<file path="config.mk">
export PLATFORM = sky130hd
export DESIGN_NAME = fir_tap_sequencer
export DESIGN_NICKNAME = d
export VERILOG_FILES = /design/src/rtl/fir_pkg.sv /design/src/rtl/fir_seq_fifo.sv /design/src/rtl/fir_tap_sequencer.sv
export SDC_FILE = /design/constraint.sdc
export NUM_CORES = 2
export LEC_CHECK = 0
export BUFFER_PORTS_ARGS = -buffer_cell sky130_fd_sc_hd__buf_4
export CAP_MARGIN = 25
export CELL_PAD_IN_SITES_DETAIL_PLACEMENT = 1
export CELL_PAD_IN_SITES_GLOBAL_PLACEMENT = 2
export CORE_AREA = 2 2 355 357
export DETAILED_ROUTE_END_ITERATION = 8
export DIE_AREA = 0 0 357 359
export PLACE_DENSITY = 0.77
export SYNTH_ARGS = -nofsm -noshare
export SYNTH_HDL_FRONTEND = slang
export SYNTH_SLANG_ARGS = --single-unit
</file>
<file path="constraint.sdc">
create_clock -name clk -period 4.5 [get_ports clk]
set_input_delay 0 -clock clk [delete_from_list [all_inputs] [get_ports clk]]
set_output_delay 0 -clock clk [all_outputs]
set_load 0.005 [all_outputs]
</file>
<file path="src/rtl/fir_pkg.sv">
// Shared defaults and types for the FIR tap sequencer: capture state encoding
// and the {first, data} entry carried through the sample skid FIFO.
package fir_pkg;
   localparam int FIR_DWIDTH  = 16;
   localparam int FIR_NTAPS   = 64;
   localparam int FIR_FIFO_AW = 3;

   typedef enum logic {
      WAIT_FIRST = 1'b0,
      CAPTURE    = 1'b1
   } cap_state_e;

   typedef struct packed {
      logic                  first;
      logic [FIR_DWIDTH-1:0] data;
   } fifo_entry_t;
endpackage

</file>
<file path="src/rtl/fir_seq_fifo.sv">
// Small synchronous FIFO with full/empty flags. The head word is visible
// combinationally so the issue register can load it in the same cycle it pops.
module fir_seq_fifo #(
   parameter int WIDTH   = 17,
   parameter int FIFO_AW = 3
) (
   input  logic             clk,
   input  logic             rst,
   input  logic             wr_en,
   input  logic [WIDTH-1:0] wr_data,
   input  logic             rd_en,
   output logic [WIDTH-1:0] rd_data,
   output logic             full,
   output logic             empty
);
   localparam int DEPTH = 1 << FIFO_AW;

   logic [WIDTH-1:0]   mem [DEPTH];
   logic [FIFO_AW-1:0] wr_ptr_q, wr_ptr_d;
   logic [FIFO_AW-1:0] rd_ptr_q, rd_ptr_d;
   logic [FIFO_AW:0]   count_q, count_d;

   always_comb begin
      wr_ptr_d = wr_ptr_q;
      rd_ptr_d = rd_ptr_q;
      count_d  = count_q;
      if (wr_en) wr_ptr_d = wr_ptr_q + FIFO_AW'(1);
      if (rd_en) rd_ptr_d = rd_ptr_q + FIFO_AW'(1);
      case ({wr_en, rd_en})
         2'b10:   count_d = count_q + (FIFO_AW+1)'(1);
         2'b01:   count_d = count_q - (FIFO_AW+1)'(1);
         default: count_d = count_q;
      endcase
   end

   always_ff @(posedge clk) begin
      if (rst) begin
         wr_ptr_q <= '0;
         rd_ptr_q <= '0;
         count_q  <= '0;
      end else begin
         wr_ptr_q <= wr_ptr_d;
         rd_ptr_q <= rd_ptr_d;
         count_q  <= count_d;
      end
   end

   always_ff @(posedge clk) begin
      if (wr_en) mem[wr_ptr_q] <= wr_data;
   end

   assign rd_data = mem[rd_ptr_q];
   assign full    = (count_q == (FIFO_AW+1)'(DEPTH));
   assign empty   = (count_q == '0);
endmodule

</file>
<file path="src/rtl/fir_tap_sequencer.sv">
// Pairs each frame's sample k with coefficient k and issues the pairs to an
// external MAC over valid/ready; forwards the MAC's per-frame result as y.
module fir_tap_sequencer
   import fir_pkg::*;
#(
   parameter int DWIDTH  = FIR_DWIDTH,
   parameter int NTAPS   = FIR_NTAPS,
   parameter int AWIDTH  = $clog2(NTAPS),
   parameter int FIFO_AW = FIR_FIFO_AW
) (
   input  logic              clk,
   input  logic              rst,
   input  logic              s_valid,
   input  logic              s_first,
   input  logic [DWIDTH-1:0] s_data,
   input  logic              coef_we,
   input  logic [AWIDTH-1:0] coef_addr,
   input  logic [DWIDTH-1:0] coef_wdata,
   output logic              mac_valid,
   input  logic              mac_ready,
   output logic [DWIDTH-1:0] mac_a,
   output logic [DWIDTH-1:0] mac_b,
   output logic              mac_first,
   output logic              mac_last,
   input  logic              acc_valid,
   input  logic [DWIDTH-1:0] acc_data,
   output logic              y_valid,
   output logic [DWIDTH-1:0] y_data,
   output logic              ovf,
   output logic              ferr,
   output logic              busy
);
   localparam logic [AWIDTH:0]   CAP_FULL = (AWIDTH+1)'(NTAPS);
   localparam logic [AWIDTH:0]   CAP_ONE  = (AWIDTH+1)'(1);
   localparam logic [AWIDTH-1:0] LAST_TAP = AWIDTH'(NTAPS-1);

   logic              s_valid_q, s_first_q;
   logic [DWIDTH-1:0] s_data_q;
   cap_state_e        cap_state_q, cap_state_d;
   logic [AWIDTH:0]   cap_cnt_q, cap_cnt_d;
   logic              ovf_q, ovf_d, ferr_q, ferr_d;
   fifo_entry_t       push_entry, head;
   logic              push_req, push, pop, fifo_full, fifo_empty;
   logic [DWIDTH-1:0] coef_q [NTAPS];
   logic              mac_valid_q, mac_valid_d, mac_first_q, mac_first_d;
   logic              mac_last_q, mac_last_d, in_frame_q, in_frame_d;
   logic [DWIDTH-1:0] mac_a_q, mac_a_d, mac_b_q, mac_b_d;
   logic [AWIDTH-1:0] iss_cnt_q, iss_cnt_d;
   logic              load, orphan;
   logic              y_valid_q;
   logic [DWIDTH-1:0] y_data_q;

   // Input stage registered so the capture FSM sees a clean, timed sample stream.
   always_ff @(posedge clk) begin
      if (rst) begin
         s_valid_q <= 1'b0;
         s_first_q <= 1'b0;
         s_data_q  <= '0;
      end else begin
         s_valid_q <= s_valid;
         s_first_q <= s_first;
         s_data_q  <= s_data;
      end
   end

   always_comb begin
      cap_state_d      = cap_state_q;
      cap_cnt_d        = cap_cnt_q;
      ovf_d            = ovf_q;
      ferr_d           = ferr_q;
      push_req         = 1'b0;
      push_entry.first = 1'b0;
      push_entry.data  = s_data_q;
      if (s_valid_q) begin
         case (cap_state_q)
            WAIT_FIRST: begin
               if (s_first_q) begin
                  push_req         = 1'b1;
                  push_entry.first = 1'b1;
                  cap_cnt_d        = CAP_ONE;
                  cap_state_d      = CAPTURE;
               end
            end
            CAPTURE: begin
               if (s_first_q) begin
                  if (cap_cnt_q != CAP_FULL) ferr_d = 1'b1;
                  push_req         = 1'b1;
                  push_entry.first = 1'b1;
                  cap_cnt_d        = CAP_ONE;
               end else if (cap_cnt_q != CAP_FULL) begin
                  push_req  = 1'b1;
                  cap_cnt_d = cap_cnt_q + CAP_ONE;
               end
            end
            default: ;
         endcase
      end
      // A pop in the same cycle frees the slot, so a full FIFO still accepts.
      push = push_req && (!fifo_full || pop);
      if (push_req && !push) begin
         ovf_d       = 1'b1;
         cap_state_d = WAIT_FIRST;
         cap_cnt_d   = '0;
      end
   end

   fir_seq_fifo #(
      .WIDTH   ($bits(fifo_entry_t)),
      .FIFO_AW (FIFO_AW)
   ) u_fifo (
      .clk     (clk),
      .rst     (rst),
      .wr_en   (push),
      .wr_data (push_entry),
      .rd_en   (pop),
      .rd_data (head),
      .full    (fifo_full),
      .empty   (fifo_empty)
   );

   always_ff @(posedge clk) begin
      if (coef_we) coef_q[coef_addr] <= coef_wdata;
   end

   always_comb begin
      mac_valid_d = mac_valid_q;
      mac_a_d     = mac_a_q;
      mac_b_d     = mac_b_q;
      mac_first_d = mac_first_q;
      mac_last_d  = mac_last_q;
      iss_cnt_d   = iss_cnt_q;
      in_frame_d  = in_frame_q;
      // A continuation entry with no open frame has nothing to pair with.
      orphan      = !fifo_empty && !head.first && !in_frame_q;
      load        = !fifo_empty && !orphan && (!mac_valid_q || mac_ready);
      pop         = orphan || load;
      if (mac_valid_q && mac_ready) mac_valid_d = 1'b0;
      if (load) begin
         iss_cnt_d   = head.first ? '0 : iss_cnt_q + AWIDTH'(1);
         mac_valid_d = 1'b1;
         mac_a_d     = head.data;
         mac_b_d     = coef_q[iss_cnt_d];
         mac_first_d = head.first;
         mac_last_d  = (iss_cnt_d == LAST_TAP);
         in_frame_d  = !mac_last_d;
      end
   end

   always_ff @(posedge clk) begin
      if (rst) begin
         cap_state_q <= WAIT_FIRST;
         cap_cnt_q   <= '0;
         ovf_q       <= 1'b0;
         ferr_q      <= 1'b0;
         mac_valid_q <= 1'b0;
         mac_a_q     <= '0;
         mac_b_q     <= '0;
         mac_first_q <= 1'b0;
         mac_last_q  <= 1'b0;
         iss_cnt_q   <= '0;
         in_frame_q  <= 1'b0;
         y_valid_q   <= 1'b0;
         y_data_q    <= '0;
      end else begin
         cap_state_q <= cap_state_d;
         cap_cnt_q   <= cap_cnt_d;
         ovf_q       <= ovf_d;
         ferr_q      <= ferr_d;
         mac_valid_q <= mac_valid_d;
         mac_a_q     <= mac_a_d;
         mac_b_q     <= mac_b_d;
         mac_first_q <= mac_first_d;
         mac_last_q  <= mac_last_d;
         iss_cnt_q   <= iss_cnt_d;
         in_frame_q  <= in_frame_d;
         y_valid_q   <= acc_valid;
         if (acc_valid) y_data_q <= acc_data;
      end
   end

   assign mac_valid = mac_valid_q;
   assign mac_a     = mac_a_q;
   assign mac_b     = mac_b_q;
   assign mac_first = mac_first_q;
   assign mac_last  = mac_last_q;
   assign y_valid   = y_valid_q;
   assign y_data    = y_data_q;
   assign ovf       = ovf_q;
   assign ferr      = ferr_q;
   assign busy      = !fifo_empty || mac_valid_q || in_frame_q;
endmodule
</file>
==> flow_summary.ini <==
[run_status]
outcome = finished clean

[critical_path]
cp_max_fo = 16
critical_path_arrival_ns = 4.57
slowest_delay_ns = 0.95
path_buf_inv = 0
cp.required_ns = 5.17
crit_type = register to register
path_delay_family = compound AO/OA/AOI/OAI gates
crit_chain = mux2i_1 > a22o_2 > o22ai_2 > nor3_2 > nand2_1 > o21ai_0 > nor4_1 > a21oi_1
endpoint_kind = register
critPathLaunchType = register
critPathSlowestCell = nor3_2

[synth]
synth_top_area_share_pct = 70.5
synth_cell_types = 76
ys_warn_count = 0
synth_flop_cell = edfxtp_1
netlist_area_sq_mm = 0.0494
post-synth-top-count-cell = edfxtp_1
synth_commonest_cells = edfxtp_1, mux2i_1, nor2_1
synth_top_area_cell = edfxtp_1
synth-edff-count = 1160
ys_ff_latch = 1260
avgSynthCellArea_sq_um = 16.6
ys_seq_area_share_pct = 74.6
synthesis.nets = 3051
synth_area_leaders = edfxtp_1, mux2i_1, dfxtp_1
synthCells = 2982
synth-async-reset-ratio_pct = 0

[cts]
clock_sinks = 1260
clock-root-buffer = clkbuf_16
cts.reportedPaths.clkPinSlew_ns = 0.06
numCtsBuffers = 135
cts_tree = yes
cts_setup_buffers = 0
cts_max_level = 4
cts_max_path_buffers = 3
clk_latency_ns = 0.76

[finish]
synthToLayoutAreaGrowth_pct = 18.2
drive_gt1_share_pct = 19.0
fin_nets = 3371
finalInstanceArea_sq_mm = 0.0584
layoutNonFillerInstCount = 5063
fin_util_pct = 46.9

[job]
maxCapViolations = 0

[sta]
rsz0062_at_grt = false
hold_viol = 0
max_slew_margin_pct = 29.9
min_period_over_period_pct = 86.6
finalClockSkew_ns = 0.0277
setup_viol = 0
tightest_slew_ns = 1.05
fin_setup_tns_ns = 0
max_freq_mhz = 256
finalMaxSlewViolations = 0
layout_min_cycle_time_ns = 3.90

[route]
drc = 0
ant_nets = 0
wirelength_mm = 152
viasPerCell = 5.88
wl_per_cell_microns = 30.1
first_pass_iters = 5
dr.first_iter.drc_count = 3546
num_vias = 29800

[global_route]
grt_pass1_wl_mm = 221
gr-usage-all-layers_pct = 23.8
grt-ovfl-total = 0
antenna_found_initial = 8
grt_pass1_vias = 30500
grt_max_degree = 128

[placement]
hpwl_mm = 91.1
gp_routability_congestion = 0.876
place_area_sq_mm = 0.0528
portBuffers = 115
dp_cells = 4698

[floorplanning]
initial_core_util_pct = 39.6
die_h_microns = 359
coreArea_sq_mm = 0.125
dieArea_sq_mm = 0.128
die_x_microns = 357
boundaryPins = 116
row_count = 130

[power]
swShare_pct = 31.2
p_int_mw = 22.7
p_leak_nw = 18.5
comb_power_share_pct = 25.8
powerDensity_mw_per_mm2 = 564
power.net_switching_mw = 10.3
vdd.ir_drop.worst_v = 0.000537
p_seq_share_pct = 40.2
p_clk_share_pct = 34.0

[min_path]
min_path_type = input pin to register
min-delay-start = coef_we
-- tightest hold or removal path, cell delays in order --
cell and delay (ns):
buf_4 0.15, nand3_1 0.15, or3_1 0.25, nor2_2 0.09
-- registers in the layout (all words and copies together) (netlist names), named ones only --
name and count:
mac_b 16, coef_q 1024, mac_a 16, mac_valid 1
cap_cnt_q 7, s_valid_q 1, u_fifo.rd_ptr_q 3, u_fifo.wr_ptr_q 3
ovf 1, mac_last 1, u_fifo.count_q 4, mac_first 1
y_valid 1, s_first_q 1, in_frame_q 1, s_data_q 16
y_data 16, cap_state_q 1, iss_cnt_q 6, ferr 1
u_fifo.mem 136
-- area by class of cell --
class / instances / area (sq um)
Multi-Input combinational cell: 1523 / 11800
Timing Repair Buffer: 371 / 3190
Fill cell: 12000 / 66200
Tap cell: 1650 / 2060
Antenna cell: 3 / 7.51
Inverter: 11 / 41.3
Clock buffer: 185 / 3820
Clock inverter: 60 / 627
Sequential cell: 1260 / 36800
-- cell usage in the layout (no fill, tap or decap), types with 18 or more instances in the layout --
cell type and count:
a211oi_1 33, a21oi_1 149, a22oi_1 18, a31oi_1 33, buf_4 245, clkbuf_1 31, clkbuf_16 142, clkinv_1 19
dfxtp_1 98, dlygate4sd3_1 116, edfxtp_1 1160, mux2_2 68, mux2i_1 234, mux4_2 81, nand2_1 125, nand3_1 25
nor2_1 175, nor2b_1 27, o211ai_1 31, o21ai_0 160, o221ai_1 68, o22ai_1 36
-- metal layers --
metal / routed length [microns] / track usage, % / vias up
met3: 12300 / 4.51 / 302
li1: - / - / 12600
met4: 5800 / 8.71 / 4
met2: 70900 / 36.8 / 1317
met1: 63400 / 33.4 / 15600
met5: 27 / 0 / -
-- power by group through the flow --
stage	sequential (mW)	combinational (mW)	clock (mW)
CTS	13.2	8.44	11.3
detailed placement	13.5	8.29	0
finish	13.2	8.52	11.2
floorplan	13.4	5.20	0
global placement	13.5	8.22	0
global route	13.3	8.99	11.8
-- what timing repair did --
action                                  CTS  global route
endpoints found under the hold margin  1069             0
resized for setup                         0             0
hold buffers                            116             0
-- through the flow --
| step | worst slack (ns) | total power [mW] | hold slack, ns |
|---|---|---|---|
| finish | 0.601 | 33.0 | 0.0617 |
| floorplan | 0.372 | 18.6 | 0.0989 |
| detailed placement | 0.762 | 21.8 | 0.220 |
| CTS | 0.725 | 33.0 | 0.0199 |
| global route | 0.389 | 34.0 | 0.0518 |
| global placement | 0.782 | 21.7 | 0.215 |
-- final timing paths --
| path | endpoint | slack, ns | cells after the start |
|---|---|---|---|
| setup / recovery | mac_b[0] | 0.60 | 8 |
| hold reg to reg | mac_first | 0.46 | 2 |
| setup reg to reg | mac_b[0] | 0.60 | 8 |
| hold / removal | coef_q[50][5] | 0.06 | 4 |
-- cell families (layout without fill, tap and decap cells) --
family / count (synthesis) / after routing / share of synthesized area (%)
AO/OA/AOI/OAI: 666 / 666 / 8.93
other: 0 / 3 / 0
adder cells (fa/ha/maj): 8 / 8 / 0.203
flip-flops: 1260 / 1260 / 74.6
buffers and inverters: 199 / 627 / 1.86
multiplexers: 383 / 383 / 9.99
AND/OR/NAND/NOR: 449 / 449 / 4.14
XOR/XNOR: 17 / 17 / 0.301
(Power assumes the default switching activity.)
